==> config.mk <==
export PLATFORM = sky130hd
export DESIGN_NAME = stream_router
export DESIGN_NICKNAME = d
export VERILOG_FILES = /design/src/rtl/stream_router.sv
export SDC_FILE = /design/constraint.sdc
export NUM_CORES = 1
export LEC_CHECK = 0
export CORE_MARGIN = 2
export CORE_UTILIZATION = 43
export DETAILED_ROUTE_END_ITERATION = 16
export PLACE_DENSITY = 0.79
export SYNTH_ARGS = -nofsm -noshare
export SYNTH_HDL_FRONTEND = slang
export SYNTH_SLANG_ARGS = --single-unit
==> constraint.sdc <==
create_clock -name aclk -period 1.7 [get_ports aclk]
set_input_delay 0.34 -clock aclk [delete_from_list [all_inputs] [get_ports aclk]]
set_output_delay 0.34 -clock aclk [all_outputs]
set_load 0.02 [all_outputs]
==> src/rtl/stream_router.sv <==
`timescale 1ns/1ps
// -----------------------------------------------------------------------------
// stream_router
//   Routes one AXI4-Stream sample input to one of two AXI4-Stream outputs
//   (A or B) selected by the `switch` level. Each output has a one-deep
//   register slice. A change of destination waits until the old slice has
//   drained, so no sample is lost, duplicated or split across outputs.
//
// Ports
//   aclk, aresetn          clock, asynchronous active-low reset
//   switch                 destination select level (0 = A, 1 = B)
//   s_axis_*               input stream (tdata / tvalid / tready)
//   m_axis_a_*, m_axis_b_* output streams (tdata / tvalid / tready)
//   active                 destination currently routed (0 = A, 1 = B)
// -----------------------------------------------------------------------------
module stream_router #(
  parameter int DATA_WIDTH = 16
) (
  input  logic                  aclk,
  input  logic                  aresetn,
  input  logic                  switch,
  input  logic [DATA_WIDTH-1:0] s_axis_tdata,
  input  logic                  s_axis_tvalid,
  output logic                  s_axis_tready,
  output logic [DATA_WIDTH-1:0] m_axis_a_tdata,
  output logic                  m_axis_a_tvalid,
  input  logic                  m_axis_a_tready,
  output logic [DATA_WIDTH-1:0] m_axis_b_tdata,
  output logic                  m_axis_b_tvalid,
  input  logic                  m_axis_b_tready,
  output logic                  active
);

  typedef enum logic [1:0] {
    SEL_A   = 2'd0,
    DRAIN_A = 2'd1,
    SEL_B   = 2'd2,
    DRAIN_B = 2'd3
  } state_e;

  state_e                state_q, state_d;
  logic                  switch_q, switch_d;
  logic [DATA_WIDTH-1:0] a_data_q, a_data_d;
  logic [DATA_WIDTH-1:0] b_data_q, b_data_d;
  logic                  a_valid_q, a_valid_d;
  logic                  b_valid_q, b_valid_d;

  // A slice has room when it is empty or its content leaves on this edge.
  logic a_room, b_room;
  logic load_a, load_b;

  assign a_room = !a_valid_q || m_axis_a_tready;
  assign b_room = !b_valid_q || m_axis_b_tready;

  // Only the selected slice ever loads; the drain states block the input.
  assign load_a = (state_q == SEL_A) && s_axis_tvalid && a_room;
  assign load_b = (state_q == SEL_B) && s_axis_tvalid && b_room;

  // The only combinational input-to-output path: tready through to s_axis_tready.
  assign s_axis_tready = ((state_q == SEL_A) && a_room) ||
                         ((state_q == SEL_B) && b_room);

  assign m_axis_a_tdata  = a_data_q;
  assign m_axis_a_tvalid = a_valid_q;
  assign m_axis_b_tdata  = b_data_q;
  assign m_axis_b_tvalid = b_valid_q;
  assign active          = (state_q == SEL_B) || (state_q == DRAIN_B);

  // Routing FSM. Decisions use the registered switch only.
  always_comb begin
    // NOTE: every always_comb output gets a default first so no path leaves it unassigned (no latch).
    switch_d = switch;
    state_d  = state_q;
    unique case (state_q)
      SEL_A:   if (switch_q) state_d = DRAIN_A;
      DRAIN_A: begin
        // A glitch back to A aborts the change; otherwise wait for A to empty.
        if (!switch_q)    state_d = SEL_A;
        else if (a_room)  state_d = SEL_B;
      end
      SEL_B:   if (!switch_q) state_d = DRAIN_B;
      DRAIN_B: begin
        if (switch_q)     state_d = SEL_B;
        else if (b_room)  state_d = SEL_A;
      end
      default:            state_d = SEL_A;
    endcase
  end

  // Register slices: a load wins over a same-cycle output handshake, so
  // tvalid stays high when a new sample replaces the departing one.
  always_comb begin
    a_data_d  = a_data_q;
    a_valid_d = a_valid_q;
    b_data_d  = b_data_q;
    b_valid_d = b_valid_q;
    if (load_a) begin
      a_data_d  = s_axis_tdata;
      a_valid_d = 1'b1;
    end else if (a_valid_q && m_axis_a_tready) begin
      a_valid_d = 1'b0;
    end
    if (load_b) begin
      b_data_d  = s_axis_tdata;
      b_valid_d = 1'b1;
    end else if (b_valid_q && m_axis_b_tready) begin
      b_valid_d = 1'b0;
    end
  end

  // NOTE: sequential state uses non-blocking assignments so every flop samples pre-edge values.
  always_ff @(posedge aclk or negedge aresetn) begin
    if (!aresetn) begin
      state_q   <= SEL_A;
      switch_q  <= 1'b0;
      a_data_q  <= '0;
      a_valid_q <= 1'b0;
      b_data_q  <= '0;
      b_valid_q <= 1'b0;
    end else begin
      state_q   <= state_d;
      switch_q  <= switch_d;
      a_data_q  <= a_data_d;
      a_valid_q <= a_valid_d;
      b_data_q  <= b_data_d;
      b_valid_q <= b_valid_d;
    end
  end

endmodule

* Yosys cells after proc, flatten, opt, wreduce, memory -nomap -nowiden
Cells that the tools add are included.
** Operators by class
- Equality and inequality tests :: 7
- $mul :: 0
- Multiplexer cells :: 11
- Shift operators :: 0
- Divide/modulo/power cells :: 0
- Bitwise logic cells :: 0
- Reductions and logical operators :: 18
- $lt $le $gt $ge :: 0
- Add/subtract/negate cells :: 0
** Operators with widths (count)
- 2-to-1 mux 2 bit :: 6
- logical AND 1 bit :: 8
- case mux 2 bit (4 select lines) :: 1
- != test 3 bit (second input constant) :: 2
- == test 2 bit (second input constant) :: 2
- logical OR 1 bit :: 4
- 2-to-1 mux 1 bit :: 4
- != test 2 bit (second input constant) :: 2
- AND reduction 4 bit :: 1
- nonzero test 2 bit :: 2
- == test 2 x 1 -> 1 bit (second input constant) :: 1
- zero test 1 bit :: 2
- zero test 2 bit :: 1
** Storage, ports and cells
- Input port bits :: 22
- Memories kept :: 0
- ROM bits :: 0
- Word-level logic and storage cells :: 42
- Bits in registers :: 37
- Latch bits :: 0
- Bits in writable memories :: 0

* Longest topological paths before layout
Gate-level depths: netlist of run 1.
- Word-level depth :: 5
- Gate-level depth with buffers :: 4
- Depth with buffers taken out :: 3

* Least setup slack after synthesis of run 1
Ideal clock, no wire load.
- Path type :: flip-flop to output port
- From :: register b_valid_q (netlist: m_axis_b_tvalid)
- To :: output port s_axis_tready
- Arrival time :: 1.225 ns
- Required time :: 1.360 ns
- Setup slack :: 0.135 ns
- Stages on the path, launching flop included :: 3
- Cell sequence :: dfrtp_1 -> nor2b_1 -> a211oi_1
** On the way
- Longest elaborated chain between the ends :: 4
** RTL lines
- start: declaration :: RTL line 46 : logic b_valid_q, b_valid_d;
- start signal: assignment :: RTL line 126 : b_valid_q <= b_valid_d;
- zero test 1 bit :: RTL line 53 : assign b_room = !b_valid_q || m_axis_b_tready;
- logical OR 1 bit :: RTL line 53
- logical AND 1 bit :: RTL line 61 : ((state_q == SEL_B) && b_room);
- logical OR 1 bit :: RTL line 60 : assign s_axis_tready = ((state_q == SEL_A) && a_room) ||
- end: declaration :: RTL line 24 : output logic s_axis_tready,
Every way passes these cells.

* Worst setup path in the final report of run 1
- From :: register b_data_q[4] (netlist: m_axis_b_tdata[4])
- To :: output port m_axis_b_tdata[4]
** RTL lines
- start: declaration :: RTL line 44 : logic [DATA_WIDTH-1:0] b_data_q, b_data_d;
- start signal: assignment :: RTL line 125 : b_data_q <= b_data_d;
- end: declaration :: RTL line 28 : output logic [DATA_WIDTH-1:0] m_axis_b_tdata,
No word-level cell between the ends.

==> impl_summary.txt, run 1 <==
----------------------------------------------------
[Status]
  Outcome ... finished clean

[Logic synthesis]
  Register bit total from synthesis ... 37
  Post-synthesis net count ... 112
  Synth warnings ... 0
  Average size of a mapped cell ... 16.4 um^2
  Post-synthesis instance total ... 90
  Top-area cell type share of the netlist area ... a little over three fifths
  Cell variety after synth ... 20
  Cell area after technology mapping ... 0.00148 mm^2
  Biggest area consumer among synthesized cells ... dfrtp_1
  Top area cells in the synthesized netlist ... dfrtp_1 (63%), mux2_2 (17%), mux2_4 (10%), a211oi_1 (1.0%), clkbuf_8 (0.93%)
  Post-synthesis sequential area ratio ... 62.6%

[CTS]
  Clock root buffer master ... clkbuf_4
  Depth of the CTS H-tree ... 2
  Clock-pin transition on the worst setup and hold timing paths ... 0.10 ns
  TritonCTS clock tree ... built
  Max clock buf depth ... 2
  CTS Sinks ... 37
  Number of post-CTS setup repair buffers ... 0
  Clk Latency, worst-skew pair ... 0.33 ns
  TritonCTS buffer count ... 5

[Global routing]
  M1 GR Usage ... just over 20%
  Top Usage Layer GRT ... met2
  Fraction of met2 tracks used by global routing ... between 20% and 30%
  Overall track demand over capacity in global routing ... 17.7%
  First-pass GRT wire length ... 5250 um
  Number of antenna violations at the first check in global routing ... 0
  Number of global-route vias before repair ... 1070
  Maximum number of pins on one net before global-route repair ... 20
  Global route total overflow ... 0
  Met3 usage in global routing ... 8.47%

[Final layout]
  Synthesis-to-layout area growth ... 53.6%
  Total of fill cells in the finished design ... 257
  Post-route standard cell area excluding fillers ... 0.00227 mm^2
  Total inserted antenna cells ... 0
  Post-layout nets ... 186
  Layout cell share with drive strength beyond 1 ... 33.9%
  Area occupied by multi-input gates ... a little over 500 um^2
  Area occupied by registers ... 926 um^2

[Floorplanning]
  Row count ... 21
  Die height ... 62.6 um
  Die boundary width ... 62.6 um
  Area of the die ... 0.00392 mm^2
  Area of the core ... 0.00331 mm^2
  Num ports ... 58
  Starting density of the core ... 44.7%

[Detailed routing]
  DRC ... 0
  Antenna violation net count after detailed routing ... 0
  Total iterations of the first detailed-routing run ... 4
  Violation count after the first detailed-route iteration ... 13
  Ratio of routed vias to standard cells ... 4.67
  Detailed Route WL ... 3170 um
  Total vias in the final route ... 985
  Post-DR wirelength/cell ... around 15 um

[Timing]
  Worst Slack Setup Final ... 0.0436 ns
  Tmin final ... 1.66 ns
  Worst-case hold slack ... 0.426 ns
  Highest attainable clock frequency ... 604 MHz
  Final setup violation count ... 0
  Portion of the clock cycle consumed by the worst path in the final layout ... 97.4%
  Max Transition Viols Final ... 0
  Max-slew headroom ... 73.0%
  Worst clock skew ... 0.00565 ns
  Pin slew with the least headroom to its limit ... 0.405 ns
  Final-report hold violation count ... 0

[Critical path]
  Top fanout value on the critical path ... 2
  Cell chain of the critical path ... clkdlybuf4s50_1
  Category of the critical setup timing path ... register to primary output
  Crit end category ... primary output
  Crit-path slowest cell ... clkdlybuf4s50_1
  Buffers and inverters on the worst path ... 1
  Nature of the critical path startpoint ... register
  Largest stage delay, worst path ... 0.61 ns
  Required time at the worst-slack endpoint ... about 1.4 ns
  Crit path arrival time ... approximately 1.3 ns
  Top cell family by delay on the critical path ... buffers and inverters

[Place]
  HPWL Detailed ... ~2300 um
  Placed Area ... 0.00216 mm^2
  Final GP Congestion ... between 0.7 and 0.8
  Worst slack at placement ... -0.501 ns
  Number of input and output port buffers inserted ... 57

[Pwr]
  Sequential cell fraction of total power ... 35.8%
  IR drop worst, VDD ... approximately 900 uV
  Clock network fraction of total power ... 9.8%
  Gate power share ... 54.4%
  Net switching share of the total power ... 36.1%
  Total power ... 4.35 mW
  Total internal power ... between 2 and 3 mW
  Lkg Pwr ... 1.22 nW
  Switching pwr ... 1.57 mW
  PwrDens ... 1910 mW/mm^2

[Run]
  Total of max-cap violations ... 0

[Hold path]
  Type of the most critical hold path ... input port to register

----------------------------------------------------
[cells in the final DEF (no fill, tap or decap)]
| cell type | instances |
|---|---|
| nand2b_4 | 1 |
| nor3b_2 | 1 |
| a21oi_1 | 1 |
| nor2_1 | 1 |
| mux2_2 | 22 |
| clkdlybuf4s50_1 | 29 |
| clkbuf_1 | 3 |
| nand2b_1 | 1 |
| dlymetal6s2s_1 | 22 |
| clkbuf_4 | 5 |
| a21o_1 | 1 |
| nor2b_1 | 1 |
| a211oi_1 | 2 |
| nor2_4 | 1 |
| nand3b_1 | 1 |
| dlygate4sd2_1 | 4 |
| dfrtp_1 | 37 |
| o2bb2a_1 | 1 |
| mux2_4 | 10 |
| dlygate4sd3_1 | 1 |
| buf_2 | 1 |
| nand2_2 | 1 |
| inv_1 | 2 |
| nand2_1 | 2 |
| buf_4 | 13 |
| a31o_2 | 1 |
[through the flow]
step                TNS, ns  utilization [%]  instances
floorplan                 0                -         90
global placement      -2.24             65.2        202
detailed placement    -2.93             65.2        202
CTS                       0             66.9        211
global route        -0.0361             68.6        211
finish                    0             68.6        211
[layout make-up]
| cell class | count | share of cell area, % |
|---|---|---|
| Sequential cell | 37 | 40.7 |
| Timing Repair Buffer | 70 | 31.4 |
| Multi-Input combinational cell | 48 | 22.9 |
| Tap cell | 46 | 2.53 |
| Clock buffer | 8 | 2.15 |
| Inverter | 2 | 0.330 |
[path summary, 6_finish.rpt]
| kind | from | endpoint | slack (ns) | cells after the start |
|---|---|---|---|---|
| max reg2reg | state_q[0] | m_axis_b_tdata[15] | 0.15 | 5 |
| max | m_axis_b_tdata[4] | m_axis_b_tdata[4] | 0.04 | 1 |
| max in group asynchronous | aresetn | m_axis_a_tdata[1] | 0.65 | 3 |
| min reg2reg | m_axis_b_tdata[0] | m_axis_b_tdata[0] | 0.51 | 1 |
| min | m_axis_a_tready | m_axis_a_tvalid | 0.43 | 3 |
| min in group asynchronous | aresetn | m_axis_a_tdata[4] | 0.45 | 2 |
[power groups by stage]
stage	clock network (mW)	logic (mW)	registers, mW
2_1_floorplan	0	0.767	2.07
3_3_place_gp	0	2.41	1.55
3_5_place_dp	0	2.46	1.57
4_1_cts	0.439	2.44	1.57
5_1_grt	0.499	2.51	1.62
6_report	0.425	2.37	1.56
[worst register-to-register path: stages (launching register included)]
cell and delay [ns]:
dfrtp_1 0.40, buf_4 0.16, nand3b_1 0.22, nor2_4 0.13
buf_4 0.19, mux2_2 0.35
[routing by layer]
metal	share of wire, %	wire (um)	vias to the layer above
met5	0	0	-
met4	1.3	40	0
met3	6.4	203	6
met2	53	1680	34
met1	39	1240	483
li1	-	-	462
[synthesized netlist by cell type]
master / number
clkbuf_8: 1
dlygate4sd1_1: 1
nor2_1: 1
a21oi_1: 1
mux2_2: 22
buf_6: 1
a211oi_1: 2
nand2_1: 2
o2bb2a_1: 1
nor2b_1: 1
a31o_2: 1
nor2_4: 1
dfrtp_1: 37
nand2_2: 1
inv_1: 2
nand2b_1: 2
a21o_1: 1
mux2_4: 10
nor3b_2: 1
nand3b_1: 1
[sequential cells by signal (all words and copies together) (netlist names), named ones only]
| register | flops |
|---|---|
| m_axis_a_tvalid | 1 |
| m_axis_a_tdata | 16 |
| m_axis_b_tvalid | 1 |
| switch_q | 1 |
| m_axis_b_tdata | 16 |
| state_q | 1 |
[cells by family after synthesis]
| logic type | Yosys count | share of synthesized area (%) |
|---|---|---|
| and+or+nand+nor | 10 | 4.57 |
| buffers and inverters | 5 | 2.79 |
| DFF | 37 | 62.6 |
| muxes | 32 | 26.9 |
| AOI/OAI and AO/OA | 6 | 3.13 |
[repair_timing]
item	4_1_cts	5_1_grt
pin swaps	1	0
gates cloned	0	0
resized for setup	10	23
endpoints found under the hold margin	18	0
endpoints found under the setup margin	4	23
hold buffers	1	0
Power figures use the tool's default switching activity.
==> run 2: changes to the inputs <==
--- a/config.mk
+++ b/config.mk
@@ -9,6 +9,7 @@
 export CORE_UTILIZATION = 43
 export DETAILED_ROUTE_END_ITERATION = 16
 export PLACE_DENSITY = 0.79
+export SKIP_LAST_GASP = 1
 export SYNTH_ARGS = -nofsm -noshare
 export SYNTH_HDL_FRONTEND = slang
 export SYNTH_SLANG_ARGS = --single-unit
==> run 2 against run 1 <==
- first-iteration DRC count up 7.7%
- power down 0.23%
- setup slack worse by 0.034 ns
- core utilization down 0.19 points
- critical path depth up 4
- fmax down 2.0%
- clock power about the same
- combinational power about the same
- sequential share of layout area up 0.11 points
- via count unchanged
- routed wire length down 0.22%
- register-to-register slack about the same
==> impl_summary.txt, run 2 (synthesized netlist as in run 1, its figures left out) <==
----------------------------------------------------
[Status]
  Outcome ... finished clean

[CTS]
  CTS Sinks ... 37 (unchanged)
  Depth of the CTS H-tree ... 2 (unchanged)
  TritonCTS buffer count ... 5 (unchanged)
  Clock-pin transition on the worst setup and hold timing paths ... 0.10 ns (about the same)
  Clk Latency, worst-skew pair ... 0.33 ns (about the same)
  Number of post-CTS setup repair buffers ... 0 (unchanged)
  Clock root buffer master ... clkbuf_4
  Max clock buf depth ... 2 (unchanged)
  TritonCTS clock tree ... built

[Final layout]
  Post-layout nets ... 186 (unchanged)
  Synthesis-to-layout area growth ... 53.2%
  Most frequent cells in the layout ... dfrtp_1 (37), clkdlybuf4s50_1 (30), mux2_2 (22), dlymetal6s2s_1 (22), buf_4 (13)
  Layout cell share with drive strength beyond 1 ... 33.3% (-0.61 points)
  Total inserted antenna cells ... 0 (unchanged)
  Fin util ... 68.4% (-0.19 points)
  Non-filler instance count after layout ... 211 (unchanged)
  Post-route standard cell area excluding fillers ... 0.00227 mm^2 (-0.28%)
  Most frequent standard cell in the layout excluding fill and tap cells ... dfrtp_1

[Timing]
  Final setup violation count ... 0 (unchanged)
  Portion of the clock cycle consumed by the worst path in the final layout ... 99.5% (+2.0 points)
  Worst clock skew ... 0.00565 ns (unchanged)
  Tmin final ... 1.69 ns (+0.0343 ns)
  Max Transition Viols Final ... 0 (unchanged)
  Final-report hold violation count ... 0 (unchanged)
  Highest attainable clock frequency ... 591 MHz (-2.0%)
  Max-slew headroom ... 73.0% (unchanged)
  Worst-case hold slack ... 0.452 ns (+0.0261 ns)
  Pin slew with the least headroom to its limit ... 0.405 ns (unchanged)
  Final TNS setup ... 0 ns (unchanged)
  RSZ-0062 raised after global routing ... yes

[Global routing]
  First-pass GRT wire length ... 5240 um (-0.25%)
  Number of antenna violations at the first check in global routing ... 0 (unchanged)
  Overall track demand over capacity in global routing ... 17.6% (-0.039 points)
  Maximum number of pins on one net before global-route repair ... 20 (unchanged)
  Global route total overflow ... 0 (unchanged)
  Number of global-route vias before repair ... 1067 (-0.28%)

[Critical path]
  Required time at the worst-slack endpoint ... 1.36 ns (about the same)
  Top fanout value on the critical path ... 2 (unchanged)
  Crit end category ... primary output
  Register-to-register setup slack ... 0.15 ns (about the same)
  Category of the critical setup timing path ... input port to primary output
  CP Capture Point ... s_axis_tready
  Crit-path slowest cell ... clkdlybuf4s50_1
  Largest stage delay, worst path ... 0.47 ns (-0.14 ns)
  Timing startpoint of the critical path ... m_axis_a_tready
  Buffers and inverters on the worst path ... 2 (+1)
  Cell chain of the critical path ... clkdlybuf4s50_1, nand2b_1, nor2_1, a211oi_1, buf_4
  Number of logic stages on the critical path including buffering ... 5 (+4)
  R2R Path End ... m_axis_b_tdata[15]
  Top cell family by delay on the critical path ... buffers and inverters
  Reg2reg path depth ... 5 (unchanged)
  Critical register-to-register path startpoint ... state_q[0]
  Crit path arrival time ... 1.35 ns (+0.03 ns)
  Nature of the critical path startpoint ... input port

[Detailed routing]
  Total iterations of the first detailed-routing run ... 4 (unchanged)
  Antenna violation net count after detailed routing ... 0 (unchanged)
  Post-DR wirelength/cell ... 15.0 um (-0.22%)
  Ratio of routed vias to standard cells ... 4.67 (unchanged)
  DRC ... 0 (unchanged)
  Total vias in the final route ... 985 (unchanged)
  Detailed Route WL ... 3160 um (-0.22%)
  Violation count after the first detailed-route iteration ... 14 (+1)

[Pwr]
  Lkg Pwr ... 1.21 nW (-0.58%)
  IR drop worst, VDD ... 898 uV (about the same)
  PwrDens ... 1910 mW/mm^2 (about the same)

[Floorplanning]
  Starting density of the core ... 44.7% (unchanged)
  Num ports ... 58 (unchanged)
  Area of the core ... 0.00331 mm^2 (unchanged)
  Row count ... 21 (unchanged)
  Area of the die ... 0.00392 mm^2 (unchanged)
  Die boundary width ... 62.6 um (unchanged)
  Die height ... 62.6 um (unchanged)

[Place]
  Number of input and output port buffers inserted ... 57 (unchanged)
  Placed Area ... 0.00216 mm^2 (unchanged)
  HPWL Detailed ... 2310 um (unchanged)
  Final GP Congestion ... 0.729 (unchanged)
  Cell count after placement ... 202 (unchanged)

[Hold path]
  Type of the most critical hold path ... input port to async pin

[Run]
  Total of max-cap violations ... 0 (unchanged)

----------------------------------------------------
-- run 2: stage by stage --
| stage | power [mW] | setup slack (ns) |
|---|---|---|
| after CTS | 4.44 | -0.00513 |
| after floorplan | 2.84 | 0.135 |
| final | 4.34 | 0.00928 |
| after global routing | 4.62 | -0.0444 |
| after detailed placement | 4.04 | -0.501 |
| after global placement | 3.96 | -0.460 |
-- run 2: final cells by class --
cell class | count | area (um^2)
fill | 256 | 1040
multi-input combinational | 48 | 512
clock buffer | 8 | 48.8
tap | 46 | 57.6
sequential | 37 | 926
timing repair buffer | 70 | 714
inverter | 2 | 7.51
-- run 2: worst reg2reg max path: cells and delay by family (launching register included) --
kind	cells	cell delay, ns
multiplexers	1	0.35
flip-flops	1	0.40
AND/OR/NAND/NOR	2	0.35
buffers and inverters	2	0.35
-- run 2: timing repair --
action	in CTS	in global routing
gates resized for setup	8	23
setup endpoints to repair	4	23
hold buffers	1	0
pin swaps	1	0
hold endpoints to repair	18	0
-- run 2: worst min-delay path by stage --
stage | to | slack, ns | cells past startpoint
global route | switch_q | 0.44 | 1
global placement | m_axis_a_tdata[9] | 0.28 | 1
detailed placement | m_axis_a_tdata[9] | 0.29 | 1
floorplan | async pin | 0.04 | 0
CTS | m_axis_a_tdata[8] | 0.46 | 2
finish | m_axis_a_tdata[4] | 0.45 | 2
-- run 2: report_power, final --
group          leakage (nW)  total (mW)  switching, mW  internal, mW
registers             0.440        1.55          0.235          1.31
clock network        0.0265       0.425          0.261         0.165
logic                 0.744        2.36           1.07          1.30
-- run 2: metal layers --
layer	GRT usage (%)	part of all wire [%]	up-vias
met4	5.83	1.3	0
met3	8.47	6.4	6
li1	-	-	462
met1	20.1	39	483
met5	0	0	-
met2	29.2	53	34
==> run 3: changes to the inputs <==
--- a/config.mk
+++ b/config.mk
@@ -5,10 +5,12 @@
 export SDC_FILE = /design/constraint.sdc
 export NUM_CORES = 1
 export LEC_CHECK = 0
+export CELL_PAD_IN_SITES_DETAIL_PLACEMENT = 1
+export CELL_PAD_IN_SITES_GLOBAL_PLACEMENT = 1
 export CORE_MARGIN = 2
-export CORE_UTILIZATION = 43
+export CORE_UTILIZATION = 30
 export DETAILED_ROUTE_END_ITERATION = 16
-export PLACE_DENSITY = 0.79
+export PLACE_DENSITY = 0.71
 export SKIP_LAST_GASP = 1
 export SYNTH_ARGS = -nofsm -noshare
 export SYNTH_HDL_FRONTEND = slang
==> run 3 against run 2 <==
- non-clock buffer count is 1 lower
- register-to-register slack hardly changed
- sequential power hardly changed
- fmax is 4.8% higher
- design area is 3.5% higher
- cell count is 9.5% higher
- core utilization is 19 points lower
- global-route usage is 2.6 points lower
- worst hold slack worse by 0.45 ns
- highest routed layer unchanged
- largest power group unchanged
==> impl_summary.txt, run 3 (synthesized netlist as in run 1, its figures left out) <==
----------------------------------------------------
[Critical path]
  Number of logic stages on the critical path including buffering ... 1 (-4)
  Crit path arrival time ... 1.27 ns (-0.08 ns)
  Top cell family by delay on the critical path ... buffers and inverters
  Crit-path slowest cell ... clkdlybuf4s50_1
  Top fanout value on the critical path ... 2 (unchanged)
  Reg2reg path depth ... 5 (unchanged)
  Largest stage delay, worst path ... 0.63 ns (+0.16 ns)
  Required time at the worst-slack endpoint ... 1.36 ns (about the same)
  Crit end category ... primary output
  Category of the critical setup timing path ... register to primary output
  Nature of the critical path startpoint ... register
  Cell chain of the critical path ... clkdlybuf4s50_1
  Buffers and inverters on the worst path ... 1 (-1)

[Timing]
  Final-report hold violation count ... 0 (unchanged)
  Tmin final ... 1.61 ns (-0.0776 ns)
  Portion of the clock cycle consumed by the worst path in the final layout ... 94.9% (-4.6 points)
  Pin slew with the least headroom to its limit ... 0.464 ns (+0.0592 ns)
  Max-slew headroom ... 69.1% (-3.9 points)
  Final TNS setup ... 0 ns (unchanged)
  Worst clock skew ... 0.00663 ns (+0.000982 ns)
  Worst-case hold slack ... 0.00114 ns (-0.451 ns)
  Max Transition Viols Final ... 0 (unchanged)
  Highest attainable clock frequency ... 620 MHz (+4.8%)
  Final setup violation count ... 0 (unchanged)
  RSZ-0062 raised after global routing ... no

[Place]
  HPWL Detailed ... 2850 um (+23%)
  Number of input and output port buffers inserted ... 57 (unchanged)
  Final GP Congestion ... 0.714 (-2.0%)

[CTS]
  CTS Sinks ... 37 (unchanged)
  Max clock buf depth ... 2 (unchanged)
  TritonCTS buffer count ... 5 (unchanged)
  Depth of the CTS H-tree ... 2 (unchanged)
  Clock root buffer master ... clkbuf_8
  Clk Latency, worst-skew pair ... 0.28 ns (-0.05 ns)
  Clock-pin transition on the worst setup and hold timing paths ... 0.07 ns (-0.03 ns)
  Number of post-CTS setup repair buffers ... 0 (unchanged)
  TritonCTS clock tree ... built

[Floorplanning]
  Area of the die ... 0.00551 mm^2 (+40%)
  Die boundary width ... 74.2 um (+18%)
  Starting density of the core ... 31.3% (-13 points)
  Die height ... 74.2 um (+18%)
  Area of the core ... 0.00472 mm^2 (+43%)
  Row count ... 25 (+19%)
  Num ports ... 58 (unchanged)

[Final layout]
  Area occupied by registers ... 926 um^2 (unchanged)
  Synthesis-to-layout area growth ... 58.6%
  Area occupied by multi-input gates ... 519 um^2 (+1.5%)
  Most frequent cells in the layout ... clkdlybuf4s50_1 (50), dfrtp_1 (37), mux2_2 (22)
  Layout cell share with drive strength beyond 1 ... 35.4% (+2.0 points)
  Total of fill cells in the finished design ... 484 (+89%)
  Most frequent standard cell in the layout excluding fill and tap cells ... clkdlybuf4s50_1
  Post-layout nets ... 185 (-0.54%)
  Total inserted antenna cells ... 0 (unchanged)

[Detailed routing]
  Violation count after the first detailed-route iteration ... 20 (+6)
  Total iterations of the first detailed-routing run ... 2 (-2)
  Antenna violation net count after detailed routing ... 0 (unchanged)
  Total vias in the final route ... 1006 (+2.1%)
  Detailed Route WL ... 3710 um (+17%)
  Ratio of routed vias to standard cells ... 4.35 (-6.7%)
  Post-DR wirelength/cell ... 16.0 um (+7.1%)
  DRC ... 0 (unchanged)

[Global routing]
  Maximum number of pins on one net before global-route repair ... 21 (+5.0%)
  Overall track demand over capacity in global routing ... 15.1% (-2.6 points)
  Number of global-route vias before repair ... 1168 (+9.5%)
  Number of antenna violations at the first check in global routing ... 0 (unchanged)
  First-pass GRT wire length ... 6100 um (+16%)
  Global route total overflow ... 0 (unchanged)

[Pwr]
  IR drop worst, VDD ... 799 uV (-11%)
  PwrDens ... 2070 mW/mm^2 (+7.9%)
  Lkg Pwr ... 1.07 nW (-12%)

[Hold path]
  Type of the most critical hold path ... input port to async pin

[Run]
  Total of max-cap violations ... 0 (unchanged)

[Status]
  Outcome ... finished clean

----------------------------------------------------
-- run 3: changes by cell type in the layout (fill, tap and decap cells not counted) --
| cell | change |
|---|---|
| buf_4 | -4 |
| buf_12 | +3 |
| buf_2 | +1 |
| clkbuf_8 | +6 |
| bufinv_16 | +1 |
| clkdlybuf4s50_1 | +20 |
| clkbuf_4 | -5 |
| dlygate4sd3_1 | -1 |
| nand2b_1 | -1 |
| dlymetal6s2s_1 | -19 |
| nand2b_4 | +1 |
| clkbuf_1 | -2 |
| dlygate4sd2_1 | -1 |
-- run 3: power by group --
group	internal (mW)	total (mW)	switching [mW]
combinational	1.40	2.51	1.11
sequential	1.32	1.58	0.258
clock	0.478	0.763	0.285
-- run 3: timing repair --
item,CTS,global route
resized for setup,8,3
endpoints found under the setup margin,3,2
hold buffers,0,0
pin swaps,1,1
-- run 3: worst paths after layout --
check                      slack (ns)               from                 end
setup / recovery                 0.09  m_axis_b_tdata[1]   m_axis_b_tdata[1]
hold / removal                  0.001            aresetn     m_axis_b_tvalid
min in group aclk                0.37    m_axis_a_tready     m_axis_a_tvalid
setup reg to reg                 0.14         state_q[0]  m_axis_b_tdata[11]
max in group asynchronous        1.08            aresetn  m_axis_b_tdata[11]
hold reg to reg                  0.51  m_axis_b_tdata[6]   m_axis_b_tdata[6]
-- run 3: layout make-up --
cell class	count	area share (%)
repair buffers	69	29.5
clock buffers	7	3.68
inverters	2	0.320
multi-input cells	48	22.1
clock inverters	1	1.28
flip-flops and latches	37	39.5
well taps	67	3.57
-- run 3: per-layer routing --
metal  up-vias  GRT usage (%)  wire length (um)
met5         -              0                 0
met4         0           5.95                54
met3         5           4.61               177
met2        32           26.0              2040
met1       514           17.6              1430
li1        455              -                 -
-- run 3: stage by stage --
| step | setup WS (ns) | instances | util, % | instance area, um^2 | total power [mW] |
|---|---|---|---|---|---|
| after floorplan | 0.135 | 90 | - | 1480 | 2.84 |
| after global placement | -0.457 | 223 | 47.0 | 2220 | 4.04 |
| after detailed placement | -0.513 | 223 | 47.0 | 2220 | 4.15 |
| after CTS | -0.0121 | 231 | 49.5 | 2340 | 4.93 |
| after global routing | 0.0236 | 231 | 49.7 | 2350 | 5.13 |
| final | 0.0869 | 231 | 49.7 | 2350 | 4.85 |
